`src/rtl/bram_march_ctrl_pkg.sv`:
```
// Shared types and the march pattern generator for the BRAM self-test.
package bram_march_ctrl_pkg;

  typedef enum logic [2:0] {
    ST_IDLE   = 3'd0,
    ST_WRITE  = 3'd1,
    ST_READ   = 3'd2,
    ST_DRAIN  = 3'd3,
    ST_FINISH = 3'd4
  } state_e;

  // Pattern arithmetic is done at a fixed width; RAM words up to PAT_W bits.
  localparam int PAT_W = 32;
  typedef logic [PAT_W-1:0] pat_t;

  // Word written/expected at address adr: (seed + adr) in pass 0, its
  // bit-inverse in pass 1, truncated to the low 'width' bits.
  function automatic pat_t expected(input pat_t seed, input pat_t adr,
                                    input logic inv, input int unsigned width);
    logic [2*PAT_W-1:0] word;
    logic [2*PAT_W-1:0] mask;
    logic [2*PAT_W-1:0] one;
    one    = '0;
    one[0] = 1'b1;
    word   = {{PAT_W{1'b0}}, seed} + {{PAT_W{1'b0}}, adr};
    if (inv) word = ~word;
    mask = (one << width) - one;
    return pat_t'(word & mask);
  endfunction

endpackage

```
`src/rtl/bram_march_ctrl_if.sv`:
```
// Single-port BRAM bus: the sequencer is master, the RAM is slave.
interface bram_march_ctrl_if #(
  parameter int BITWIDTH_IN  = 12,
  parameter int BITWIDTH_ADR = 6
);
  logic                    RAM_EN;
  logic                    RAM_WE;
  logic [BITWIDTH_ADR-1:0] RAM_ADR;
  logic [BITWIDTH_IN-1:0]  RAM_DIN;
  logic [BITWIDTH_IN-1:0]  RAM_DOUT;

  modport master (
    output RAM_EN, RAM_WE, RAM_ADR, RAM_DIN,
    input  RAM_DOUT
  );

  modport slave (
    input  RAM_EN, RAM_WE, RAM_ADR, RAM_DIN,
    output RAM_DOUT
  );
endinterface

```
`src/rtl/bram_march_checker.sv`:
```
// Compare stage of the march test. A read issued in cycle k has its address
// and expected word registered here; the RAM data arriving in cycle k+1 is
// checked against them. Keeps the saturating error count and first failing
// address for the current test.
module bram_march_checker
  import bram_march_ctrl_pkg::*;
#(
  parameter int BITWIDTH_IN  = 12,
  parameter int BITWIDTH_ADR = 6
) (
  input  logic                    clk,
  input  logic                    rst,
  input  logic                    clr,
  input  logic                    rd_issue,
  input  logic [BITWIDTH_ADR-1:0] rd_adr,
  input  logic [BITWIDTH_IN-1:0]  rd_exp,
  input  logic [BITWIDTH_IN-1:0]  rd_data,
  output logic [BITWIDTH_ADR:0]   err_cnt,
  output logic [BITWIDTH_ADR-1:0] first_err_adr,
  output logic                    err_zero_next
);

  localparam logic [BITWIDTH_ADR:0] ERR_MAX = '1;

  logic                    cmp_v_q, cmp_v_d;
  logic [BITWIDTH_ADR-1:0] cmp_adr_q, cmp_adr_d;
  logic [BITWIDTH_IN-1:0]  cmp_exp_q, cmp_exp_d;
  logic [BITWIDTH_ADR:0]   err_cnt_q, err_cnt_d;
  logic                    first_seen_q, first_seen_d;
  logic [BITWIDTH_ADR-1:0] first_adr_q, first_adr_d;

  // Next-state for the compare pipeline, counter and first-error capture.
  always_comb begin
    cmp_v_d      = rd_issue;
    cmp_adr_d    = cmp_adr_q;
    cmp_exp_d    = cmp_exp_q;
    err_cnt_d    = err_cnt_q;
    first_seen_d = first_seen_q;
    first_adr_d  = first_adr_q;

    if (rd_issue) begin
      cmp_adr_d = rd_adr;
      cmp_exp_d = rd_exp;
    end

    if (cmp_v_q && (rd_data != cmp_exp_q)) begin
      if (err_cnt_q != ERR_MAX) err_cnt_d = err_cnt_q + (BITWIDTH_ADR+1)'(1);
      if (!first_seen_q) begin
        first_seen_d = 1'b1;
        first_adr_d  = cmp_adr_q;
      end
    end

    if (clr) begin
      cmp_v_d      = 1'b0;
      err_cnt_d    = '0;
      first_seen_d = 1'b0;
      first_adr_d  = '0;
    end
  end

  // Compare-stage registers.
  always_ff @(posedge clk or posedge rst) begin
    if (rst) begin
      cmp_v_q      <= 1'b0;
      cmp_adr_q    <= '0;
      cmp_exp_q    <= '0;
      err_cnt_q    <= '0;
      first_seen_q <= 1'b0;
      first_adr_q  <= '0;
    end else begin
      cmp_v_q      <= cmp_v_d;
      cmp_adr_q    <= cmp_adr_d;
      cmp_exp_q    <= cmp_exp_d;
      err_cnt_q    <= err_cnt_d;
      first_seen_q <= first_seen_d;
      first_adr_q  <= first_adr_d;
    end
  end

  // The FSM latches PASS on the same edge as the last compare lands, so it
  // needs the post-update count rather than the registered one.
  assign err_zero_next = (err_cnt_d == '0);
  assign err_cnt       = err_cnt_q;
  assign first_err_adr = first_adr_q;

endmodule

```
`src/rtl/bram_march_ctrl.sv`:
```
// Two-pass write/read-back march sequencer for a single-port BRAM.
// Pass 0 writes and verifies seed+adr, pass 1 its inverse.
//
// state     | meaning
// ----------+------------------------------------------------------
// ST_IDLE   | waiting for START, results held
// ST_WRITE  | writing expected(adr) to every position
// ST_READ   | issuing reads; data checked one cycle later
// ST_DRAIN  | RAM idle while the last read is compared; pick next pass
// ST_FINISH | DONE pulse, PASS valid
module bram_march_ctrl
  import bram_march_ctrl_pkg::*;
#(
  parameter int BITWIDTH_IN   = 12,
  parameter int BITWIDTH_ADR  = 6,
  parameter int NUM_POSITIONS = 2**BITWIDTH_ADR - 4
) (
  input  logic                    CLK_SYS,
  input  logic                    RST,
  input  logic                    START,
  input  logic                    ABORT,
  input  logic [BITWIDTH_IN-1:0]  SEED,
  bram_march_ctrl_if.master       ram,
  output logic                    BUSY,
  output logic                    DONE,
  output logic                    PASS,
  output logic [BITWIDTH_ADR:0]   ERR_CNT,
  output logic [BITWIDTH_ADR-1:0] FIRST_ERR_ADR
);

  if (NUM_POSITIONS < 2 || NUM_POSITIONS > 2**BITWIDTH_ADR) begin : g_bad_positions
    $error("bram_march_ctrl: NUM_POSITIONS out of range");
  end
  if (BITWIDTH_IN > PAT_W) begin : g_bad_width
    $error("bram_march_ctrl: BITWIDTH_IN wider than pattern generator");
  end

  localparam logic [BITWIDTH_ADR-1:0] LAST_ADR = BITWIDTH_ADR'(NUM_POSITIONS - 1);

  state_e                  state_q, state_d;
  logic                    inv_q, inv_d;
  logic [BITWIDTH_ADR-1:0] adr_q, adr_d;
  logic [BITWIDTH_IN-1:0]  seed_q, seed_d;
  logic                    pass_q, pass_d;

  logic                    start_acc;
  logic                    rd_issue;
  logic                    err_zero_next;
  logic                    at_last;
  logic [BITWIDTH_IN-1:0]  exp_word;

  assign exp_word = BITWIDTH_IN'(expected(pat_t'(seed_q), pat_t'(adr_q), inv_q, BITWIDTH_IN));
  assign at_last  = (adr_q == LAST_ADR);

  // Next-state, address walk and pass selection; ABORT overrides everything.
  always_comb begin
    state_d   = state_q;
    inv_d     = inv_q;
    adr_d     = adr_q;
    seed_d    = seed_q;
    pass_d    = pass_q;
    start_acc = 1'b0;
    rd_issue  = 1'b0;

    case (state_q)
      ST_IDLE: begin
        if (START) begin
          start_acc = 1'b1;
          seed_d    = SEED;
          pass_d    = 1'b0;
          inv_d     = 1'b0;
          adr_d     = '0;
          state_d   = ST_WRITE;
        end
      end
      ST_WRITE: begin
        if (at_last) begin
          adr_d   = '0;
          state_d = ST_READ;
        end else begin
          adr_d = adr_q + BITWIDTH_ADR'(1);
        end
      end
      ST_READ: begin
        rd_issue = 1'b1;
        if (at_last) state_d = ST_DRAIN;
        else         adr_d   = adr_q + BITWIDTH_ADR'(1);
      end
      ST_DRAIN: begin
        adr_d = '0;
        if (!inv_q) begin
          inv_d   = 1'b1;
          state_d = ST_WRITE;
        end else begin
          pass_d  = err_zero_next;
          state_d = ST_FINISH;
        end
      end
      ST_FINISH: begin
        inv_d   = 1'b0;
        state_d = ST_IDLE;
      end
      default: state_d = ST_IDLE;
    endcase

    if (ABORT && (state_q != ST_IDLE)) begin
      state_d  = ST_IDLE;
      inv_d    = 1'b0;
      adr_d    = '0;
      pass_d   = 1'b0;
      rd_issue = 1'b0;
    end
  end

  // Sequencer state registers.
  always_ff @(posedge CLK_SYS or posedge RST) begin
    if (RST) begin
      state_q <= ST_IDLE;
      inv_q   <= 1'b0;
      adr_q   <= '0;
      seed_q  <= '0;
      pass_q  <= 1'b0;
    end else begin
      state_q <= state_d;
      inv_q   <= inv_d;
      adr_q   <= adr_d;
      seed_q  <= seed_d;
      pass_q  <= pass_d;
    end
  end

  bram_march_checker #(
    .BITWIDTH_IN  (BITWIDTH_IN),
    .BITWIDTH_ADR (BITWIDTH_ADR)
  ) u_checker (
    .clk           (CLK_SYS),
    .rst           (RST),
    .clr           (start_acc),
    .rd_issue      (rd_issue),
    .rd_adr        (adr_q),
    .rd_exp        (exp_word),
    .rd_data       (ram.RAM_DOUT),
    .err_cnt       (ERR_CNT),
    .first_err_adr (FIRST_ERR_ADR),
    .err_zero_next (err_zero_next)
  );

  // RAM port and status are pure decodes of registered state, so reset
  // drops RAM_EN immediately without a clock.
  assign ram.RAM_EN  = (state_q == ST_WRITE) || (state_q == ST_READ);
  assign ram.RAM_WE  = (state_q == ST_WRITE);
  assign ram.RAM_ADR = adr_q;
  assign ram.RAM_DIN = (state_q == ST_WRITE) ? exp_word : '0;
  assign BUSY        = (state_q != ST_IDLE);
  assign DONE        = (state_q == ST_FINISH);
  assign PASS        = pass_q;

endmodule
```
`src/flat_wrapper.sv`:
```
// flat-port wrapper written by rule: the top's interface ports become plain ports
module bram_march_ctrl_flat import bram_march_ctrl_pkg::*;
#(
  parameter int BITWIDTH_IN   = 12,
  parameter int BITWIDTH_ADR  = 6,
  parameter int NUM_POSITIONS = 2**BITWIDTH_ADR - 4
)
  (CLK_SYS, RST, START, ABORT, SEED, BUSY, DONE, PASS, ERR_CNT, FIRST_ERR_ADR, ram_RAM_EN, ram_RAM_WE, ram_RAM_ADR, ram_RAM_DIN, ram_RAM_DOUT);
  bram_march_ctrl_if #(.BITWIDTH_IN(BITWIDTH_IN), .BITWIDTH_ADR(BITWIDTH_ADR)) ram_i ();
  input  logic CLK_SYS;
  input  logic RST;
  input  logic START;
  input  logic ABORT;
  input  logic [BITWIDTH_IN-1:0] SEED;
  output logic BUSY;
  output logic DONE;
  output logic PASS;
  output logic [BITWIDTH_ADR:0] ERR_CNT;
  output logic [BITWIDTH_ADR-1:0] FIRST_ERR_ADR;
  output wire logic [$bits(ram_i.RAM_EN)-1:0] ram_RAM_EN;
  output wire logic [$bits(ram_i.RAM_WE)-1:0] ram_RAM_WE;
  output wire logic [$bits(ram_i.RAM_ADR)-1:0] ram_RAM_ADR;
  output wire logic [$bits(ram_i.RAM_DIN)-1:0] ram_RAM_DIN;
  input wire logic [$bits(ram_i.RAM_DOUT)-1:0] ram_RAM_DOUT;
  assign ram_RAM_EN = ram_i.RAM_EN;
  assign ram_RAM_WE = ram_i.RAM_WE;
  assign ram_RAM_ADR = ram_i.RAM_ADR;
  assign ram_RAM_DIN = ram_i.RAM_DIN;
  assign ram_i.RAM_DOUT = ram_RAM_DOUT;
  bram_march_ctrl #(.BITWIDTH_IN(BITWIDTH_IN), .BITWIDTH_ADR(BITWIDTH_ADR), .NUM_POSITIONS(NUM_POSITIONS)) u_core (.CLK_SYS(CLK_SYS), .RST(RST), .START(START), .ABORT(ABORT), .SEED(SEED), .ram(ram_i), .BUSY(BUSY), .DONE(DONE), .PASS(PASS), .ERR_CNT(ERR_CNT), .FIRST_ERR_ADR(FIRST_ERR_ADR));
endmodule
```
`config.mk`:
```
export PLATFORM = sky130hd
export DESIGN_NAME = bram_march_ctrl_flat
export DESIGN_NICKNAME = d
export VERILOG_FILES = /design/src/rtl/bram_march_ctrl_pkg.sv /design/src/rtl/bram_march_ctrl_if.sv /design/src/rtl/bram_march_checker.sv /design/src/rtl/bram_march_ctrl.sv /design/src/flat_wrapper.sv
export SDC_FILE = /design/constraint.sdc
export NUM_CORES = 1
export LEC_CHECK = 0
export ABC_AREA = 1
export BUFFER_PORTS_ARGS = -buffer_cell sky130_fd_sc_hd__buf_4
export CAP_MARGIN = 5
export CORE_UTILIZATION = 55
export DETAILED_ROUTE_END_ITERATION = 10
export PLACE_DENSITY_LB_ADDON = 0.12
export SYNTH_ARGS = -nofsm -noshare
export SYNTH_HDL_FRONTEND = slang
export SYNTH_SLANG_ARGS = --single-unit
```
`constraint.sdc`:
```
create_clock -name CLK_SYS -period 2.58 [get_ports CLK_SYS]
set_input_delay 0.516 -clock CLK_SYS [delete_from_list [all_inputs] [get_ports CLK_SYS]]
set_output_delay 0.516 -clock CLK_SYS [all_outputs]
set_load 0.01 [all_outputs]
```
== After elaboration in Yosys (flattened, before gate mapping) ==
Index checks and enable logic that the tools add are counted.
Storage, ports and cells
  output and inout bits: 36
  logic and storage cells: 76
  input port bits: 28
  flip-flop bits (word level): 56
Cells by class
  muxes and demuxes: 32
  add/sub/neg operators: 3
  eq/ne operators: 13
  bitwise logic cells: 1
  reductions and logical operators: 16
Operators with widths (number)
  6-bit 2-to-1 mux: 7
  12-bit 2-to-1 mux: 2
  6-bit one-hot mux with 4 select lines: 1
  7-bit 2-to-1 mux: 3
  3-bit 2-to-1 mux: 5
  12-bit by 6-bit adder with 12-bit output: 1
  12-bit != test: 1
  12-bit inverter: 1
  3-bit one-hot mux with 4 select lines: 1
  1-bit 2-to-1 mux: 11
  3-bit by 1-bit != test with 1-bit output (second input constant): 3
  3-bit AND reduction: 3
  7-bit by 1-bit adder with 7-bit output (second input constant): 1
  7-bit zero test: 1
  7-bit != test (second input constant): 1
  6-bit by 1-bit adder with 6-bit output (second input constant): 1
  3-bit by 2-bit equality test with 1-bit output (second input constant): 2
  6-bit equality test (second input constant): 1
  2-bit AND reduction: 3
  3-bit nonzero test: 2
  5-bit nonzero test: 1
  4-bit nonzero test: 1
  3-bit by 1-bit equality test with 1-bit output (second input constant): 1
  3-bit equality test (second input constant): 1
  9 further kinds: 10

== Depth between registers and ports, before layout ==
Gate-level depths: netlist of run 1.
  word-level depth: 8
  mapped depth: 14
  mapped depth without buffers: 14

== Modules after synthesis ==
A second synthesis of run 1 with hierarchy kept.
Unflattened totals
  cell total of the unflattened synthesis: 473
  area, all modules: 3448.3 um2
Modules (own cells, without submodules)
  bram_march_ctrl: area each 1781.7 um2, cells an instance 252, instances 1
  bram_march_checker: area each 1666.6 um2, cells an instance 221, instances 1

== Worst setup path after synthesis of run 1 ==
Ideal clock, no wire load.
  path type: reg-to-output
  start point: register u_core.adr_q[0] (netlist: u_core.ram.RAM_ADR[0])
  end point: output ram_RAM_DIN[8]
  required time: 2.064 ns
  data arrival time: 1.977 ns
  path slack: 0.087 ns
  stages on the path, launching flop included: 11
  cells stage by stage: dfrtp_1 ha_1 inv_1 fa_1 nor3_1 nor2_1 nor2_2 xor2_1 xor2_1 inv_1 nor2_1
On the way
  cells in the longest elaborated chain, start to end: 4
Ends and longest elaborated chain
  start, declared: RTL line bram_march_ctrl.sv:42  | logic [BITWIDTH_ADR-1:0] adr_q, adr_d;
  start signal, assigned: RTL line bram_march_ctrl.sv:126  | adr_q <= adr_d;
  12-bit by 6-bit adder with 12-bit output (*): RTL line bram_march_ctrl_pkg.sv:25  | word = {{PAT_W{1'b0}}, seed} + {{PAT_W{1'b0}}, adr};
  12-bit inverter: RTL line bram_march_ctrl_pkg.sv:26  | if (inv) word = ~word;
  12-bit 2-to-1 mux (*): RTL line bram_march_ctrl_pkg.sv:26
  12-bit 2-to-1 mux (*): RTL line bram_march_ctrl.sv:153  | assign ram.RAM_DIN = (state_q == ST_WRITE) ? exp_word : '0;
  end, declared: RTL line flat_wrapper.sv:23  | output wire logic [$bits(ram_i.RAM_DIN)-1:0] ram_RAM_DIN;
Mark *: on every way between the ends. The rest lies on a longest branch, timed or not.

== Worst setup path in the final report of run 1 ==
Ends and elaborated chain as after synthesis.

==> results of run 1 <==
[per-layer routing]
metal  GRT usage (%)  wire length (um)  vias up
met2            44.2              4570      122
met5               0                 0        -
met3            5.52               539       25
met4            8.00               298        0
li1                -                 -     1490
met1            34.9              3630     1463
[Yosys cell counts, types with 2 or more instances]
| cell type | n | area share (%) |
|---|---|---|
| a21oi_1 | 10 | 1.5 |
| buf_2 | 6 | 0.92 |
| clkbuf_1 | 5 | 0.58 |
| dfrtp_1 | 56 | 43 |
| ha_1 | 8 | 3.1 |
| inv_1 | 56 | 6.4 |
| inv_2 | 6 | 0.69 |
| inv_4 | 3 | 0.58 |
| nand2_1 | 119 | 14 |
| nand2_2 | 2 | 0.38 |
| nand3_1 | 25 | 3.8 |
| nor2_1 | 31 | 3.6 |
| nor2_2 | 2 | 0.38 |
| nor2_4 | 2 | 0.69 |
| nor3_1 | 5 | 0.77 |
| nor3_2 | 2 | 0.61 |
| o21ai_0 | 25 | 3.8 |
| o21ai_1 | 10 | 1.5 |
| o21ai_2 | 2 | 0.54 |
| o22ai_1 | 2 | 0.38 |
| xnor2_1 | 13 | 3.5 |
| xor2_1 | 18 | 4.8 |
[cells in the final DEF, fill, tap and decap left out, drive strengths merged]
master / n
o211ai: 1
nand3: 27
nor3: 7
a41o: 1
o21ai: 37
nor3b: 1
buf: 97
clkinv: 1
fa: 1
nand2: 121
xor2: 18
clkinvlp: 1
clkbuf: 5
a21o: 1
o22ai: 2
nor2: 36
o221ai: 1
bufinv: 1
nand4: 1
ha: 8
inv: 65
and3: 1
o31ai: 1
xnor2: 13
dfrtp: 56
a21oi: 10
[what timing repair did]
item                                    in CTS  in global routing
endpoints found under the setup margin       7                  9
pin swaps                                   10                 14
gates cloned                                 0                  0
resized for setup                           16                 19
hold buffers                                 0                  0
setup buffers                               15                 12
[final cells by class]
class / count / area, um^2
fill: 385 / 1270
multi-input combinational: 288 / 1730
timing repair buffer: 97 / 748
inverter: 65 / 251
clock buffer: 5 / 68.8
clock inverter: 3 / 42.5
tap: 72 / 90.1
sequential: 56 / 1400
[flip-flops by register name, indices dropped and copies added, names as in the netlist]
signal / count
u_core.state_q: 3
u_core.u_checker.cmp_adr_q: 6
u_core.inv_q: 1
u_core.seed_q: 12
u_core.u_checker.cmp_exp_q: 12
u_core.u_checker.err_cnt: 7
u_core.u_checker.cmp_v_q: 1
u_core.u_checker.first_err_adr: 6
u_core.u_checker.first_seen_q: 1
u_core.PASS: 1
u_core.ram.RAM_ADR: 6
[cells by family (layout without fill, tap and decap cells)]
family                   Yosys count  after routing  share of synthesized area (%)
AND/OR/NAND/NOR                  194            194                           26.2
XOR/XNOR                          31             31                           8.33
adder cells (fa/ha/maj)            9              9                           3.68
buffers and inverters             76            170                           9.21
AO/OA/AOI/OAI                     54             54                           9.63
flip-flops                        56             56                           43.0
[metrics by stage]
step | util (%) | worst slack [ps] | instance area (um^2) | hold WS (ps)
floorplan | - | 86.8 | 3260 | 443
global placement | 68.6 | 64.9 | 3850 | 467
detailed placement | 68.6 | -9.20 | 3850 | 472
CTS | 74.0 | -206 | 4150 | 277
global route | 77.3 | -511 | 4340 | 293
finish | 77.3 | -422 | 4340 | 247
[power by group]
group          switching (uW)  internal [uW]
clock                     311            288
combinational            1510           1290
sequential                341           1210
[worst max-delay path: cells and delay by family (launching register included)]
family	cells	cell delay, ps
and+or+nand+nor	4	480
xor gates and xnor gates	2	440
DFF	1	390
buffers and inverters	3	270
adders and majority gates	2	570
[worst max path at each step]
stage | to | slack [ps]
final | ram_RAM_DIN[8] | -420
after global routing | ram_RAM_DIN[8] | -510
after CTS | ram_RAM_DIN[8] | -210
after detailed placement | ram_RAM_DIN[8] | -9
after global placement | ram_RAM_DIN[8] | 60
after floorplan | ram_RAM_DIN[8] | 90
==> flow_summary.json, run 1 <==
{
  "outcome": "finished, violations left",
  "violations": "setup timing",
  "crit_path_start_kind": "flop",
  "clock_sinks": 56,
  "max_freq_mhz": 333,
  "ys_types": 34,
  "async_reset_ff_share_pct": 100,
  "r2r-start": "u_core.ram.RAM_ADR[0]",
  "drtAntennaViolNets": 0,
  "leakage_uw": 0.00227,
  "drt_iter0_markers": 169,
  "synth_fp_nets": 457,
  "avgSynthCellArea_um2": 7.76,
  "max-clock-path-buffers": 2,
  "wl_per_cell_um": 15.4,
  "power.total_uw": 4940,
  "viasPerCell": 5.29,
  "grt_overflow": 0,
  "cts_tree": "built",
  "crit_start": "u_core.ram.RAM_ADR[0]",
  "rsz0062_at_grt": "yes",
  "cts.clk_slew.worst_paths_ps": 110,
  "synth_seq_area_share_pct": 43.0,
  "numPortBuffers": 63,
  "htree_levels": 2,
  "synthFlopType": "dfrtp_1",
  "netlist_instances": 420,
  "synth_edf_count": 0,
  "crit_required_ps": 2060,
  "grt_max_degree": 33,
  "numCtsBuffers": 5,
  "synth-seq-cells": 56,
  "min_period_ps": 3000,
  "finalHoldViolCount": 0,
  "hpwl_um": 5560,
  "slew_headroom_pct": 56.3,
  "yosys_warnings": 0,
  "rr_endpoint": "u_core.u_checker.cmp_exp_q[8]",
  "core_area_um2": 5610,
  "setup_slack_ps": -422,
  "grt_pass1_vias": 2794,
  "maxCapViolations": 0,
  "setup_violations": 8,
  "path_class": "reg2out",
  "die_h_um": 79.0,
  "layout-drive-gt1-share_pct": 30.9,
  "drc": 0,
  "hp-class": "in2async",
  "max_stage_delay_ps": 390,
  "grt_pass1_wl_um": 12600,
  "drv_slew": 0,
  "fin_crit_sh_pct": 116,
  "netlist_area_um2": 3260,
  "place_congestion": 0.853,
  "cp_data_arrival_time_ps": 2490,
  "clk_latency_ps": 330,
  "clockRootBuffer": "clkbuf_8",
  "syn_to_final_growth_pct": 33.0,
  "tightest_slew_ps": 656,
  "start_util_pct": 58.1,
  "ir_drop_mv": 0.589,
  "cp_slowest_cell": "dfrtp_1",
  "dieArea_um2": 6240,
  "path_cells": "ha_2 > inv_2 > fa_2 > nor3_4 > nor2_2 > nor2_2 > xor2_1 > xor2_1 > inv_1 > nor2_1 > buf_4",
  "cp-end-kind": "output pin",
  "setup_tns_ps": -1580,
  "antenna_found_initial": 0,
  "grt_use_total_pct": 26.6,
  "rrSetupSlack_ps": 200,
  "path_max_fanout": 2,
  "finalClockSkew_ps": 11.6,
  "nNetsFinal": 550,
  "die_x_um": 79.0,
  "drtPass1Iterations": 4,
  "diodes": 0,
  "place_inst": 552,
  "cellPowerDensity_nw_per_um2": 1140,
  "rows": 27,
  "ioPinCount": 64,
  "routed_wl_um": 9040,
  "stdcell_count": 586,
  "rr_worst_depth": 14,
  "vias": 3100
}
No activity file was read; power rests on OpenSTA's default activity.
==> run 2: changes to the inputs <==
ABC_AREA = default   (was 1)
==> flow_summary.json, run 2 <==
{
  "outcome": "finished, violations left",
  "violations": "setup timing",
  "routed_wl_um": 8220,
  "synthFlopType": "dfrtp_1",
  "core_area_um2": 5470,
  "use_met2_pct": 44.6,
  "start_util_pct": 57.0,
  "place_congestion": 0.906,
  "path_class": "reg2out",
  "clk_latency_ps": 310,
  "finalHoldViolCount": 0,
  "dp_worst_setup_slack_ps": -21.1,
  "finalClockSkew_ps": 3.66,
  "cp_data_arrival_time_ps": 2570,
  "grt_pass1_vias": 2635,
  "vias": 2901,
  "max-clock-path-buffers": 2,
  "met3_usage_pct": 4.64,
  "max_freq_mhz": 324,
  "fin_crit_sh_pct": 120,
  "die_x_um": 77.3,
  "fillers": 381,
  "netlist_area_um2": 3120,
  "path_max_fanout": 3,
  "min_period_ps": 3090,
  "drtPass1Iterations": 5,
  "dieArea_um2": 5970,
  "syn_to_final_growth_pct": 32.4,
  "synth_most_common_cell": "nand2_1",
  "ioPinCount": 64,
  "numCtsBuffers": 5,
  "clock_sinks": 56,
  "ys_types": 44,
  "final_cell_mix": "buf_4, nand2_1, dfrtp_1",
  "ir_drop_mv": 0.490,
  "grt_most_used_layer": "met2",
  "viasPerCell": 5.71,
  "stdcell_count": 508,
  "hp-class": "in2async",
  "rr_worst_depth": 12,
  "cts_tree": "built",
  "cp-end-kind": "output pin",
  "hpwl_um": 5250,
  "fin_util_pct": 75.4,
  "yosys_warnings": 0,
  "grt_use_total_pct": 27.9,
  "clockRootBuffer": "clkbuf_8",
  "nNetsFinal": 472,
  "cts.clk_slew.worst_paths_ps": 100,
  "synth_common_cells": "nand2_1, dfrtp_1, xnor2_1",
  "numPortBuffers": 63,
  "yosysTopAreaCell": "dfrtp_1",
  "setup_slack_ps": -506,
  "netlist.area_leader.share_pct": 45.0,
  "drtAntennaViolNets": 0,
  "crit_path_start_kind": "flop",
  "die_h_um": 77.3,
  "drc": 0,
  "grt_pass1_wl_um": 13000,
  "synth_edf_count": 0,
  "drt_iter0_markers": 201,
  "synth_fp_nets": 393,
  "cellPowerDensity_nw_per_um2": 1030,
  "synth_seq_area_share_pct": 45.0,
  "layout-drive-gt1-share_pct": 29.8,
  "netlist_top_cells_area": "dfrtp_1, nand2_1, xnor2_1",
  "grt_max_degree": 34,
  "setup_violations": 8,
  "wl_per_cell_um": 16.2,
  "final_common_cell": "buf_4",
  "diodes": 0,
  "rows": 27,
  "drv_slew": 0,
  "netlist_instances": 356,
  "htree_levels": 2,
  "grt.met1_usage_pct": 37.5,
  "async_reset_ff_share_pct": 100,
  "synth-seq-cells": 56,
  "antenna_found_initial": 0,
  "leakage_uw": 0.00202,
  "tightest_slew_ps": 766,
  "place_inst": 489,
  "crit_required_ps": 2060,
  "rsz0062_at_grt": "yes",
  "grt_overflow": 0,
  "avgSynthCellArea_um2": 8.75,
  "maxCapViolations": 0,
  "slew_headroom_pct": 48.9
}
==> run 2: path summary, 6_finish.rpt <==
| kind | end | slack [ps] | from |
|---|---|---|---|
| setup / recovery | ram_RAM_DIN[10] | -510 | u_core.seed_q[0] |
| min in group CLK_SYS | u_core.seed_q[5] | 390 | SEED[5] |
| setup reg to reg | u_core.u_checker.cmp_exp_q[10] | 140 | u_core.seed_q[0] |
| hold reg to reg | u_core.u_checker.cmp_adr_q[2] | 490 | u_core.u_checker.cmp_adr_q[2] |
| hold / removal | u_core.u_checker.cmp_exp_q[3] | 180 | RST |
| max in group asynchronous | u_core.ram.RAM_ADR[0] | 1810 | RST |
==> run 2: timing repair <==
action	in CTS	in global routing
cloned	0	0
pin swaps	13	12
gates resized for setup	16	14
hold buffers	0	0
endpoints found under the hold margin	0	0
setup endpoints to repair	7	9
setup buffers	7	5
==> run 2: per-layer routing <==
metal	routed length, um	up-vias	part of all wire, %
met5	0	-	0
met4	227	0	2.8
met3	461	23	5.6
met2	4070	123	49
met1	3460	1406	42
li1	-	1349	-
==> run 2: cell type report <==
cell class                      count  area (um^2)  area share [%]
Multi-Input combinational cell    266         1740            42.1
Sequential cell                    56         1400            33.9
Timing Repair Buffer               89          676            16.4
Tap cell                           72         90.1            2.18
Clock buffer                        5         68.8            1.67
Clock inverter                      3         90.1            2.18
Inverter                           17         65.1            1.58
==> run 2: critical path, cell delays in order (launching register included) <==
cell and delay [ps]:
dfrtp_1 370, ha_2 200, inv_2 40, fa_2 340, nor2b_1 130, o21ai_1 100, a21boi_1 290, o21ai_2 170
a21oi_2 210, xnor2_2 100, nor2_2 170, buf_4 150
==> run 2: cells by family after synthesis <==
| kind of cell | count (synthesis) | synth area share, % |
|---|---|---|
| compound gates | 60 | 12.7 |
| mux | 8 | 2.61 |
| buf+inv | 34 | 4.30 |
| simple gates | 154 | 21.7 |
| flops | 56 | 45.0 |
| xor+xnor | 35 | 9.84 |
| fa+ha+maj | 9 | 3.85 |
==> run 2: per-stage QoR <==
stage / TNS, ps / total power (uW) / area, um^2 / hold WS, ps
after detailed placement: -47.1 / 3030 / 3740 / 471
final: -2670 / 4240 / 4130 / 179
after global routing: -3350 / 4500 / 4130 / 207
after global placement: 0 / 2990 / 3740 / 465
after floorplan: -24.9 / 2450 / 3130 / 446
after CTS: -908 / 3930 / 4010 / 191
==> run 2: report_power, final <==
group | internal [uW] | total, uW | switching, uW
sequential | 1110 | 1390 | 278
combinational | 974 | 2080 | 1100
clock | 485 | 767 | 282
total | 2570 | 4240 | 1660
==> run 3: changes to the inputs <==
BUFFER_PORTS_ARGS = -buffer_cell sky130_fd_sc_hd__buf_2   (was -buffer_cell sky130_fd_sc_hd__buf_4)
==> flow_summary.json, run 3 (synthesized netlist as in run 2, its figures left out) <==
{
  "final_cell_mix": "nand2_1, buf_2, dfrtp_1",
  "grt_max_degree": 34,
  "final_area_um2": 3920,
  "hpwl_um": 5150,
  "min_period_ps": 2870,
  "clockRootBuffer": "clkbuf_8",
  "drv_slew": 0,
  "ir_drop_mv": 0.675,
  "nNetsFinal": 475,
  "start_util_pct": 57.0,
  "path_cells": "ha_2 > inv_2 > fa_2 > nor2b_1 > o21ai_1 > a21boi_1 > o21ai_2 > a21oi_2 > xnor2_2 > nor2_1 > buf_2",
  "viasPerCell": 5.45,
  "fin_crit_sh_pct": 111,
  "cp_slowest_cell": "dfrtp_1",
  "cellPowerDensity_nw_per_um2": 1000,
  "outcome": "finished, violations left",
  "grt_use_total_pct": 26.2,
  "place_congestion": 0.867,
  "finalClockSkew_ps": 7.43,
  "dpl_cell_area_um2": 3590,
  "grt_pass1_vias": 2629,
  "htree_levels": 2,
  "violations": "setup timing",
  "layout-drive-gt1-share_pct": 28.5,
  "clock_sinks": 56,
  "maxCapViolations": 0,
  "cp-end-kind": "output pin",
  "syn_to_final_growth_pct": 25.8,
  "cp_num_buf_inv": 2,
  "die_x_um": 77.3,
  "leakage_uw": 0.00199,
  "rrSetupSlack_ps": 70,
  "drt_iter0_markers": 186,
  "tightest_slew_ps": 760,
  "numCtsBuffers": 5,
  "setup_violations": 7,
  "path_class": "reg2out",
  "vias": 2785,
  "cts.clk_slew.worst_paths_ps": 100,
  "numPortBuffers": 63,
  "power.total_uw": 3930,
  "final_common_cell": "nand2_1",
  "cp_data_arrival_time_ps": 2350,
  "max_stage_delay_ps": 360,
  "grt_overflow": 0,
  "grt_pass1_wl_um": 12400,
  "dieArea_um2": 5970,
  "die_h_um": 77.3,
  "setup_slack_ps": -288,
  "hp-class": "in2async",
  "diodes": 0,
  "fillers": 449,
  "antenna_found_initial": 0,
  "worst_path_dominant_cell_family": "compound AO/OA/AOI/OAI gates",
  "clk_latency_ps": 300,
  "finalHoldViolCount": 0,
  "cts_tree": "built",
  "drtPass1Iterations": 4,
  "core_area_um2": 5470,
  "ioPinCount": 64,
  "crit_required_ps": 2060,
  "crit_path_start_kind": "flop",
  "wl_per_cell_um": 14.7,
  "stdcell_count": 511,
  "rsz0062_at_grt": "yes",
  "path_max_fanout": 3,
  "rows": 27,
  "slew_headroom_pct": 49.3,
  "setup_tns_ps": -1680,
  "drc": 0,
  "drtAntennaViolNets": 0,
  "routed_wl_um": 7510,
  "place_inst": 491,
  "max_freq_mhz": 349,
  "max-clock-path-buffers": 2
}
run 3: cell count changes in the layout (fill, tap and decap cells not counted), sizes merged:
cell | previous run | this run
clkbuf | 5 | 7
bufinv | 3 | 1
buf | 89 | 92
run 3: layout make-up:
class                      count  area (um^2)  area share (%)
sequential                    56         1400            35.7
clock inverter                 1         30.0           0.766
inverter                      17         65.1            1.66
multi-input combinational    266         1690            43.0
tap                           72         90.1            2.30
clock buffer                   7         96.3            2.46
timing repair buffer          92          552            14.1
run 3: report_power, final:
group	leakage [uW]	switching (uW)	internal (uW)	total, uW
logic	0.00118	1030	903	1930
clock network	0.0000645	271	343	614
registers	0.000742	268	1110	1380
run 3: path summary, 6_finish.rpt:
path,to,from,cells after the start
max,ram_RAM_DIN[10],u_core.seed_q[0],11
min,u_core.u_checker.err_cnt[3],RST,2
max reg2reg,u_core.u_checker.cmp_exp_q[10],u_core.seed_q[0],15
min reg2reg,u_core.u_checker.cmp_adr_q[2],u_core.u_checker.cmp_adr_q[2],2
max in group asynchronous,u_core.seed_q[11],RST,3
min in group CLK_SYS,u_core.seed_q[3],SEED[3],3
run 3: stage by stage:
step	util (%)	worst slack, ps	hold WS, ps
2_1_floorplan	-	-24.9	446
3_3_place_gp	65.7	48.9	464
3_5_place_dp	65.7	-6.78	468
4_1_cts	70.7	-139	246
5_1_grt	71.6	-389	265
6_report	71.6	-288	229
run 3: worst register-to-register path, stage by stage (launching register included):
cell and delay [ps]:
dfrtp_1 360, ha_2 190, inv_2 40, fa_2 340
nor2b_1 150, o21ai_1 100, a21boi_1 190, o21ai_2 120
a21oi_2 220, xnor2_2 100, buf_4 150, buf_6 100
buf_6 100, buf_6 100, buf_6 100, o21ai_2 90
run 3: layer usage:
layer,vias to the layer above,track usage [%],part of all wire [%]
li1,1359,-,-
met1,1325,36.5,46
met2,90,41.4,49
met3,11,3.45,4.6
met4,0,10.0,1.3
met5,-,0,0
run 3: what timing repair did:
action / CTS / global route
cloned: 0 / 0
endpoints found under the setup margin: 7 / 8
hold buffers: 0 / 0
setup buffers: 11 / 4
pin swaps: 12 / 11
resized for setup: 20 / 5
